<file path="src/rtl/output_scan_pkg.sv">
// Shared definitions for the output-unit RAM scanner: FSM state encoding
// and default geometry of the 16x8 output-unit RAM.
package output_scan_pkg;

    localparam int DEFAULT_NUM_OUTPUTS = 10;
    localparam int DEFAULT_DATA_W      = 8;
    localparam int DEFAULT_ADDR_W      = 4;

    typedef enum logic [1:0] {
        IDLE  = 2'd0,
        PRIME = 2'd1,
        SCAN  = 2'd2,
        DONE  = 2'd3
    } state_t;

endpackage

</file>
<file path="src/rtl/argmax_cmp.sv">
// Combinational argmax step: folds one new (index, value) pair into the
// running maximum. The first entry always loads; later entries replace the
// running maximum only when strictly greater, so ties keep the lowest index.
module argmax_cmp #(
    parameter int DATA_W = 8,
    parameter int ADDR_W = 4
) (
    input  logic [DATA_W-1:0] cur_max,
    input  logic [ADDR_W-1:0] cur_idx,
    input  logic [DATA_W-1:0] new_val,
    input  logic [ADDR_W-1:0] new_idx,
    input  logic              first,
    output logic [DATA_W-1:0] next_max,
    output logic [ADDR_W-1:0] next_idx
);

    logic take;

    assign take     = first || (new_val > cur_max);
    assign next_max = take ? new_val : cur_max;
    assign next_idx = take ? new_idx : cur_idx;

endmodule

</file>
<file path="src/rtl/output_unit_scanner.sv">
// Output-unit scanner: reads entries 0..NUM_OUTPUTS-1 of the output-unit RAM
// through its registered-address read port and reports the index and value
// of the largest entry.
// Optional feature macro: SCANNER_STREAM_EN adds a per-entry stream of
// (index, value) beats, one cycle after each entry is compared.
module output_unit_scanner
    import output_scan_pkg::*;
#(
    parameter int NUM_OUTPUTS = DEFAULT_NUM_OUTPUTS,
    parameter int DATA_W      = DEFAULT_DATA_W,
    parameter int ADDR_W      = DEFAULT_ADDR_W
) (
    input  logic              clk,
    input  logic              rst,
    input  logic              start,
    output logic [ADDR_W-1:0] ram_addr,
    input  logic [DATA_W-1:0] ram_q,
    output logic              busy,
    output logic              done,
    output logic [ADDR_W-1:0] digit,
`ifdef SCANNER_STREAM_EN
    output logic              stream_valid,
    output logic [ADDR_W-1:0] stream_idx,
    output logic [DATA_W-1:0] stream_data,
`endif
    output logic [DATA_W-1:0] max_val
);

    localparam logic [ADDR_W-1:0] LAST_IDX = ADDR_W'(NUM_OUTPUTS - 1);
    // Address presented after PRIME; a single-entry scan never leaves 0.
    localparam logic [ADDR_W-1:0] FIRST_RD = (NUM_OUTPUTS > 1) ? ADDR_W'(1) : '0;

    state_t            state;
    state_t            state_next;
    logic [ADDR_W-1:0] cmp_idx;
    logic [ADDR_W-1:0] run_idx;
    logic [DATA_W-1:0] run_max;
    logic [ADDR_W-1:0] next_idx;
    logic [DATA_W-1:0] next_max;

    argmax_cmp #(
        .DATA_W (DATA_W),
        .ADDR_W (ADDR_W)
    ) u_argmax_cmp (
        .cur_max  (run_max),
        .cur_idx  (run_idx),
        .new_val  (ram_q),
        .new_idx  (cmp_idx),
        .first    (cmp_idx == '0),
        .next_max (next_max),
        .next_idx (next_idx)
    );

    // State register.
    always_ff @(posedge clk or posedge rst) begin
        // NOTE: sequential state uses non-blocking assignments so every
        // register samples pre-edge values regardless of block ordering.
        if (rst) state <= IDLE;
        else     state <= state_next;
    end

    // Next-state logic; start is only looked at in IDLE.
    always_comb begin
        // NOTE: default assigned first so no path leaves state_next
        // unassigned, which would infer a latch.
        state_next = state;
        case (state)
            IDLE:    if (start) state_next = PRIME;
            PRIME:   state_next = SCAN;
            SCAN:    if (cmp_idx == LAST_IDX) state_next = DONE;
            DONE:    state_next = IDLE;
            default: state_next = IDLE;
        endcase
    end

    assign busy = (state == PRIME) || (state == SCAN);
    assign done = (state == DONE);

    // Read address, compare index, running max and held result registers.
    always_ff @(posedge clk or posedge rst) begin
        if (rst) begin
            ram_addr <= '0;
            cmp_idx  <= '0;
            run_idx  <= '0;
            run_max  <= '0;
            digit    <= '0;
            max_val  <= '0;
        end else begin
            case (state)
                IDLE: begin
                    ram_addr <= '0;
                    if (start) begin
                        cmp_idx <= '0;
                        digit   <= '0;
                        max_val <= '0;
                    end
                end
                PRIME: begin
                    ram_addr <= FIRST_RD;
                    cmp_idx  <= '0;
                end
                SCAN: begin
                    run_max <= next_max;
                    run_idx <= next_idx;
                    cmp_idx <= cmp_idx + ADDR_W'(1);
                    // Saturate at the last entry; the RAM is never asked
                    // for anything beyond the scanned range.
                    if (ram_addr < LAST_IDX) ram_addr <= ram_addr + ADDR_W'(1);
                    if (cmp_idx == LAST_IDX) begin
                        digit   <= next_idx;
                        max_val <= next_max;
                    end
                end
                DONE:    ram_addr <= '0;
                default: ram_addr <= '0;
            endcase
        end
    end

`ifdef SCANNER_STREAM_EN
    // One beat per compared entry, presented the cycle after its compare.
    always_ff @(posedge clk or posedge rst) begin
        if (rst) begin
            stream_valid <= 1'b0;
            stream_idx   <= '0;
            stream_data  <= '0;
        end else begin
            stream_valid <= (state == SCAN);
            stream_idx   <= cmp_idx;
            stream_data  <= ram_q;
        end
    end
`endif

endmodule

</file>
<file path="config.mk">
export PLATFORM = sky130hd
export DESIGN_NAME = output_unit_scanner
export DESIGN_NICKNAME = d
export VERILOG_FILES = /design/src/rtl/output_scan_pkg.sv /design/src/rtl/argmax_cmp.sv /design/src/rtl/output_unit_scanner.sv
export SDC_FILE = /design/constraint.sdc
export NUM_CORES = 1
export LEC_CHECK = 0
export BUFFER_PORTS_ARGS = -buffer_cell sky130_fd_sc_hd__buf_2
export CAP_MARGIN = 20
export CELL_PAD_IN_SITES_DETAIL_PLACEMENT = 1
export CELL_PAD_IN_SITES_GLOBAL_PLACEMENT = 2
export CORE_ASPECT_RATIO = 1.4
export CORE_UTILIZATION = 35
export DETAILED_ROUTE_END_ITERATION = 12
export PLACE_DENSITY_LB_ADDON = 0.12
export SYNTH_ARGS = -nofsm -noshare
export SYNTH_HDL_FRONTEND = slang
export SYNTH_HIERARCHICAL = 1
export SYNTH_SLANG_ARGS = --single-unit
export TNS_END_PERCENT = 20
</file>
<file path="constraint.sdc">
create_clock -name clk -period 3.3 [get_ports clk]
set_clock_uncertainty 0.15 [all_clocks]
set_input_delay 0.66 -clock clk [delete_from_list [all_inputs] [get_ports clk]]
set_output_delay 0.66 -clock clk [all_outputs]
set_load 0.02 [all_outputs]
</file>
==> results.md, run 1 <==
Clock tree:
- The clock latency of the later-clocked register in the worst-skew pair is about 0.28 ns.
- The root buffer cell is sky130_fd_sc_hd__clkbuf_8.
- The hold-fix buffer count after cts is 0.
- Buffers inserted during clock tree synthesis total 5.
- The buffer levels on the longest clock path is 2.
- The CTS clock-pin slew for the worst setup and hold paths is ~0.070 ns.
- TritonCTS built the clock tree.
- The total of cells resized after clock tree synthesis is 0.
- The H-tree generated during clock tree synthesis spans 2 levels.
- The number of setup buffers added after CTS is 0.
- The number of clock sinks is 34.

Setup path:
- The startpoint type of the worst setup path is a primary input.
- The category of the critical setup timing path is primary input to register.
- The setup check on the worst reg-to-reg path leaves a slack of 0.73 ns.
- In this run the worst path has a maximum fanout of 8.
- The worst reg2reg path endpoint is run_max[6]$_DFFE_PP0N_.
- Counting cells, the worst reg-to-reg path comes to 8.
- The signal arrival time at the worst endpoint is 2.66 ns.
- STA classifies the critical path endpoint as a register.
- The critical path required time is 3.31 ns.
- The worst register-to-register path begins at run_max[3]$_DFFE_PP0N_.

Yosys:
- The cell count after synthesis is approximately 170.
- The post-synthesis compound-gate area fraction is between 10% and 20%.
- The summed instance area of the synthesized netlist is 0.00192 sq mm.
- The area share of and/or/nand/nor cells after synthesis is under 10%.
- After synthesis, the netlist uses 34 different library cells.
- The total of warnings raised by yosys is 6.
- The count of flip-flops with a built-in enable after synthesis is 0.
- The number of flip-flops and latches in the synthesized netlist is 34.
- The synthesized netlist devotes a little under an eighth of its cell area to adder and majority cells.
- The share of the yosys chip area belonging to registers is between 40% and 50%.
- By area, the combinational part of the netlist is dominated by multiplexers.
- Multiplexer cells account for between 15 and 20% of the synthesized area.
- The most instantiated flip-flop cell in the synthesis netlist is sky130_fd_sc_hd__dfrtp_1.
- The post-synthesis share of cell area spent on xor and xnor gates is 0%.
- Dividing the synthesized area by the synthesized cell count gives roughly 12 sq um.
- The proportion of register bits with asynchronous set or reset after synthesis is 100%.
- Counting every net in the synthesized netlist gives ~200.

Route:
- Wires add up to approximately 4300 um.
- The vias after detailed routing is ~1400.
- In the routed layout, each cell is associated on average with a via count of roughly 5.3.
- The first routing iteration left 43 violations.
- Dividing the detail-routed wire length by the instance count gives around 16 um.
- For this run, the detailed router's first-pass iteration total came to 4.
- The count of nets left with antenna violations once routing finished came out at 0.
- The residual DRC count is 0.

Final layout:
- The utilization of the core after routing is between 40% and 50%.
- After the last flow step, the layout net total stands at about 230.
- The signed area change from the synthesized netlist to the final layout is 15.1%.
- In the layout the commonest cells are sky130_fd_sc_hd__dfrtp_1, sky130_fd_sc_hd__buf_2, sky130_fd_sc_hd__mux2_2.
- The share of layout cells above drive strength 1 is 33.2%.
- The final antenna diode count is 0.
- The most common library cell in the layout ignoring fill and taps is sky130_fd_sc_hd__dfrtp_1.

Timing:
- Headroom to the max-slew limit came out at roughly 56%.
- Setup violations remaining at the end of the flow were counted as 0.
- The share of the cycle needed by the critical path after routing is about four fifths.
- Hold timing on the final database bottoms out at a slack of about 0.31 ns.
- Setup repair after global routing left no endpoint under its margin.
- The final hold violation count is 0.
- The setup TNS is 0 ns.
- The clock period could shrink to roughly 2.6 ns.
- The upper clock frequency limit is 0.378 GHz.
- The max-slew violation count is 0.
- At the pin with the least slew margin, the transition time is 0.657 ns.

GRT:
- Entering global routing, the biggest net connects 28 pins.
- The number of antenna violations at the first check in global routing is 0.
- The global-route wire length before repair is roughly 7200 um.
- The number of global-route vias before repair is ~1500.
- The total congestion overflow after global routing is 0.
- The combined global-route utilization of all metal layers is between 10% and 20%.

Power:
- Across the VDD grid, the largest voltage drop is approximately 330 uV.
- Sequential cells burn 33.7% of the power.
- The total net switching power is between 700 and 800 uW.
- Net switching is 41.4% of the power.
- After layout, the design draws a total of approximately 1.8 mW.
- The combinational group share of total power is about half.
- The static leakage is around 1.1 nW.
- The share of total power in the clock network is 15.7%.
- The internal portion of the total power is between 1 and 1.5 mW.
- The total power per unit cell area is between 800 and 900 mW/mm^2.

Floorplan:
- The starting density of the core is 36.7%.
- The die area is ~0.0058 sq mm.
- The chip height is 89.6 um.
- The number of placement rows is 31.
- The width of the die is between 60 and 70 um.
- After floorplanning, the core was sized to cover roughly 0.0052 sq mm.
- For this design the top-level I/O count stands at 29.

Hold path:
- The worst min-delay path category is primary input to asynchronous set/reset pin.

Job:
- The tool flagged a number of max-cap violations equal to 0.

Outcome:
- The flow ran to the end, and the final reports show no timing, DRC or antenna violations.

Placement:
- During placement, the flow inserted port buffers numbering 28.
- The HPWL after detailed placement is about 3300 um.
- At the end of routability-driven placement, the weighted congestion stood at about 0.69.
==> per-layer routing <==
layer,global-route usage [%],routed length [um],vias to the layer above
met3,3.66,114,4
met1,17.7,1760,712
met5,0,0,-
met2,32.3,2410,22
met4,6.06,47,0
li1,-,-,663
==> power groups by stage <==
stage / Combinational (mW) / Clock (mW) / Sequential [mW]
floorplan: 0.721 / 0 / 0.603
global placement: 0.890 / 0 / 0.609
detailed placement: 0.936 / 0 / 0.622
CTS: 0.939 / 0.299 / 0.613
global route: 1.03 / 0.315 / 0.627
finish: 0.916 / 0.284 / 0.611
==> worst max-delay path by stage <==
| stage | from | end | slack [ns] | depth (start not counted) |
|---|---|---|---|---|
| 2_1_floorplan | ram_q[3] | run_max[0]$_DFFE_PP0N_ | 0.59 | 7 |
| 6_report | ram_q[3] | run_max[6]$_DFFE_PP0N_ | 0.65 | 8 |
| 4_1_cts | ram_q[3] | run_max[6]$_DFFE_PP0N_ | 0.66 | 8 |
| 3_3_place_gp | ram_q[3] | run_max[6]$_DFFE_PP0N_ | 0.46 | 8 |
| 3_5_place_dp | ram_q[3] | run_max[6]$_DFFE_PP0N_ | 0.36 | 8 |
| 5_1_grt | ram_q[3] | run_max[6]$_DFFE_PP0N_ | 0.57 | 8 |
==> registers in the layout, indices dropped and copies added, names as in the netlist <==
register,count
digit,4
ram_addr,4
max_val,8
run_max,8
state,2
cmp_idx,4
run_idx,4
==> synthesized netlist by cell type (2+ instances only) <==
cell type,instances,area [sq um]
sky130_fd_sc_hd__a211oi_1,2,15.0
sky130_fd_sc_hd__a21oi_1,6,30.0
sky130_fd_sc_hd__a31oi_1,2,12.5
sky130_fd_sc_hd__a32o_1,12,120
sky130_fd_sc_hd__buf_2,4,20.0
sky130_fd_sc_hd__buf_6,2,22.5
sky130_fd_sc_hd__dfrtp_1,34,851
sky130_fd_sc_hd__ha_1,18,225
sky130_fd_sc_hd__inv_1,18,67.6
sky130_fd_sc_hd__mux2_2,25,282
sky130_fd_sc_hd__mux2i_1,2,20.0
sky130_fd_sc_hd__nand2_1,10,37.5
sky130_fd_sc_hd__nand2b_1,2,12.5
sky130_fd_sc_hd__nand3_1,2,10.0
sky130_fd_sc_hd__nor2_1,5,18.8
sky130_fd_sc_hd__o21ai_0,4,20.0
==> worst max-delay path, stage by stage <==
cell	delay, ns
sky130_fd_sc_hd__buf_2	0.11
sky130_fd_sc_hd__ha_1	0.30
sky130_fd_sc_hd__nand4_1	0.15
sky130_fd_sc_hd__o31a_1	0.28
sky130_fd_sc_hd__a311oi_2	0.29
sky130_fd_sc_hd__buf_4	0.23
sky130_fd_sc_hd__mux2_2	0.36
sky130_fd_sc_hd__mux2_2	0.28
==> through the flow <==
stage	setup WS (ns)	cell area, sq um	cells
2_1_floorplan	0.590	1920	166
3_3_place_gp	0.456	2130	258
3_5_place_dp	0.365	2130	258
4_1_cts	0.657	2210	265
5_1_grt	0.571	2210	265
6_report	0.651	2210	265
==> final cells by class <==
| cell class | count | area, sq um |
|---|---|---|
| well taps | 66 | 82.6 |
| inverters | 18 | 67.6 |
| flip-flops and latches | 34 | 851 |
| multi-input cells | 107 | 955 |
| repair buffers | 33 | 178 |
| fillers | 598 | 3030 |
| clock buffers | 7 | 76.3 |
==> logic make-up after synthesis <==
| kind of cell | Yosys count |
|---|---|
| flip-flops | 34 |
| AO/OA/AOI/OAI | 34 |
| multiplexers | 27 |
| adder cells (fa/ha/maj) | 18 |
| buffers and inverters | 25 |
| AND/OR/NAND/NOR | 28 |
Note: power is estimated with default switching activity, not from simulation.
==> run 2: changes to the inputs <==
clock period = 2.74 ns   (was 3.3 ns; I/O delays follow)
==> results.md, run 2 (same netlist as run 1, synthesis figures left out) <==
Placement:
- The HPWL after detailed placement came to 3160 um (-3.7%).
- The post-placement cell area is 0.00214 sq mm (+0.35%).
- The number of buffers inserted by port buffering is 28 (unchanged).
- The weighted congestion reported at the end of routability-driven placement is 0.681 (-1.2%).

Clock tree:
- The total of cells resized after clock tree synthesis is 0 (unchanged).
- The buffer levels on the longest clock path came to 2 (unchanged).
- The number of setup buffers added after CTS is 0 (unchanged).
- CTS placed an instance of sky130_fd_sc_hd__clkbuf_8 at the clock tree root.
- The CTS clock-pin slew for the worst setup and hold paths is 0.06 ns (about the same).
- The number of clock buffers inserted by TritonCTS is 5 (unchanged).
- The clock latency of the later-clocked register in the worst-skew pair came to 0.28 ns (about the same).
- The total number of H-tree levels is 2 (unchanged).
- The CTS tree is done.
- The hold-fix buffer count after cts is 0 (unchanged).
- The number of clock sinks was 34 (unchanged).

Power:
- The portion of total power attributed to sequential cells is 32.9% (-0.8 points).
- The total power per unit cell area is 997 mW/mm^2 (+22%).
- The combinational group share of total power is 50.0% (-0.6 points).
- The worst supply voltage drop on vdd is 387 uV (+17%).
- The post-route total power was 2.22 mW (+23%).
- The total net switching power is 908 uW (+21%).
- The static leakage is 1.13 nW (+1.3%).
- The cell-internal power is 1.32 mW (+24%).
- The switching portion of total power came to 40.8% (-0.56 points).
- The share of total power in the clock network is 17.0% (+1.3 points).

Final layout:
- The final antenna diode count was 0 (unchanged).
- The share of layout cells above drive strength 1 was 34.3% (+1.2 points).
- The area of all sequential standard cells is 851 sq um (unchanged).
- The count of fill cells added during filler insertion came to 590 (-1.3%).
- The final design area excluding fillers is 0.00223 sq mm (+1.0%).
- The multi-input logic area is 955 sq um (unchanged).
- The most common library cell in the layout ignoring fill and taps is sky130_fd_sc_hd__dfrtp_1.
- The library cells used most frequently in the layout, excluding fill and tap cells, are sky130_fd_sc_hd__dfrtp_1, sky130_fd_sc_hd__buf_2, sky130_fd_sc_hd__mux2_2.
- In the final layout, the registers with the most flip-flops are max_val: 8 flops, run_max: 8 flops.
- Compared with the post-synthesis result, the final layout area differs by 16.3%.
- The number of nets in the finished design is 229 (+0.44%).

Setup path:
- The worst reg2reg path endpoint is run_max[1]$_DFFE_PP0N_.
- The signal arrival time at the worst endpoint was 2.56 ns (-0.10 ns).
- The biggest fanout along the worst timing path is 8 (unchanged).
- The largest incremental delay on the critical path is 0.36 ns (about the same).
- STA classifies the critical path endpoint as a register.
- The category of the critical setup timing path is register to register.
- The startpoint type of the worst setup path is a register.
- In this run the critical register-to-register path is launched from run_max[3]$_DFFE_PP0N_.
- In this design, the critical path's most frequently occurring cell is sky130_fd_sc_hd__mux2_2.
- The critical path required time was 2.75 ns (-0.56 ns).
- The worst reg-to-reg path cell count is 8 (unchanged).
- The cell at the slowest stage of the critical path is sky130_fd_sc_hd__dfrtp_1.
- The signal on the critical path passes through inv_1 > ha_1 > nand4_1 > o31a_1 > a311oi_2 > buf_4 > mux2_2 > mux2_2.
- The register-to-register path setup slack is 0.19 ns (-0.54 ns).

Timing:
- The final number of setup-violating endpoints is 0 (unchanged).
- Timing would allow up to 0.393 GHz.
- The share of the cycle needed by the critical path after routing is slightly above 90%.
- The max-slew violation count is 0 (unchanged).
- The tightest slew margin relative to the limit was 57.3% (+1.1 points).
- The final hold violation count is 0 (unchanged).
- Setup repair after global routing left no endpoint under its margin.
- The worst-margin pin slew is 0.623 ns (-0.0340 ns).
- Counting I/O delays and the setup requirement, the final critical path takes 2.55 ns.

Route:
- The total wire length after detailed routing is 4210 um (-3.0%).
- The residual DRC count was 0 (unchanged).
- The vias after detailed routing is 1422 (+1.5%).
- The detailed-route wire length per cell came to 15.8 um (-3.7%).
- The via density per instance is 5.33 (+0.74%).
- The number of design-rule violations left by the first detailed-router iteration was 33 (-23%).
- The count of TritonRoute iterations in the first routing pass is 4 (unchanged).
- The post-detailed-route count of antenna-violating nets came to 0 (unchanged).

Job:
- The number of violations of the max-capacitance limit came to 0 (unchanged).

Hold path:
- The worst min-delay path category is primary input to asynchronous set/reset pin.

Floorplan:
- The width of the die came to 64.6 um (unchanged).
- The chip height is 89.6 um (unchanged).
- The top-level port count came to 29 (unchanged).
- The number of placement rows is 31 (unchanged).
- The total core area came to 0.00524 sq mm (unchanged).
- The die area was 0.00579 sq mm (unchanged).
- The starting density of the core is 36.7% (unchanged).

Outcome:
- The flow ran to the end, and the final reports show no timing, DRC or antenna violations.

GRT:
- The number of antenna violations at the first check in global routing came to 0 (unchanged).
- The number of global-route vias before repair is 1514 (+0.26%).
- The total congestion overflow after global routing is 0 (unchanged).
- The pin count of the biggest net entering global routing is 35 (+25%).
- The global-route wire length before repair is 7070 um (-1.9%).
- The combined global-route utilization of all metal layers came to 16.7% (-0.067 points).
run 2: final cells by class:
cell class / count / area share [%]
well taps: 66 / 3.70
multi-input cells: 107 / 42.8
repair buffers: 34 / 8.30
flip-flops and latches: 34 / 38.1
inverters: 18 / 3.03
clock inverters: 1 / 0.224
clock buffers: 7 / 3.87
run 2: worst max-delay path by stage:
stage,start,endpoint
global route,run_max[3]$_DFFE_PP0N_,run_idx[3]$_DFFE_PP0N_
floorplan,ram_q[3],run_max[0]$_DFFE_PP0N_
finish,run_max[3]$_DFFE_PP0N_,run_max[1]$_DFFE_PP0N_
global placement,ram_q[3],run_max[6]$_DFFE_PP0N_
detailed placement,ram_q[3],run_max[1]$_DFFE_PP0N_
CTS,run_max[3]$_DFFE_PP0N_,run_max[1]$_DFFE_PP0N_
run 2: stage by stage:
stage	hold WS (ns)	setup TNS (ns)	cells	setup slack, ns	utilization, %
2_1_floorplan	0.325	0	166	0.142	-
3_3_place_gp	0.322	0	259	0.0105	40.9
3_5_place_dp	0.331	-0.375	259	-0.0492	40.9
4_1_cts	0.219	0	267	0.191	42.6
5_1_grt	0.244	0	267	0.0767	42.6
6_report	0.198	0	267	0.195	42.6
run 2: worst max-delay path: cells and delay by family (launching register included):
family | cells | cell delay (ns)
buffers and inverters | 2 | 0.29
muxes | 2 | 0.63
adders and majority gates | 1 | 0.31
DFF | 1 | 0.36
and+or+nand+nor | 1 | 0.14
AOI/OAI and AO/OA | 2 | 0.55
run 2: metal layers:
layer / vias to the layer above / track usage [%] / routed length [um]
met2: 27 / 31.8 / 2380
met3: 6 / 4.29 / 129
met1: 720 / 17.3 / 1630
met5: - / 0 / 0
li1: 669 / - / -
met4: 0 / 6.67 / 65
run 2: power groups by stage:
| stage | logic [mW] | registers, mW | clock network (mW) |
|---|---|---|---|
| 2_1_floorplan | 0.868 | 0.726 | 0 |
| 3_3_place_gp | 1.08 | 0.733 | 0 |
| 3_5_place_dp | 1.13 | 0.746 | 0 |
| 4_1_cts | 1.13 | 0.737 | 0.399 |
| 5_1_grt | 1.23 | 0.754 | 0.427 |
| 6_report | 1.11 | 0.732 | 0.379 |
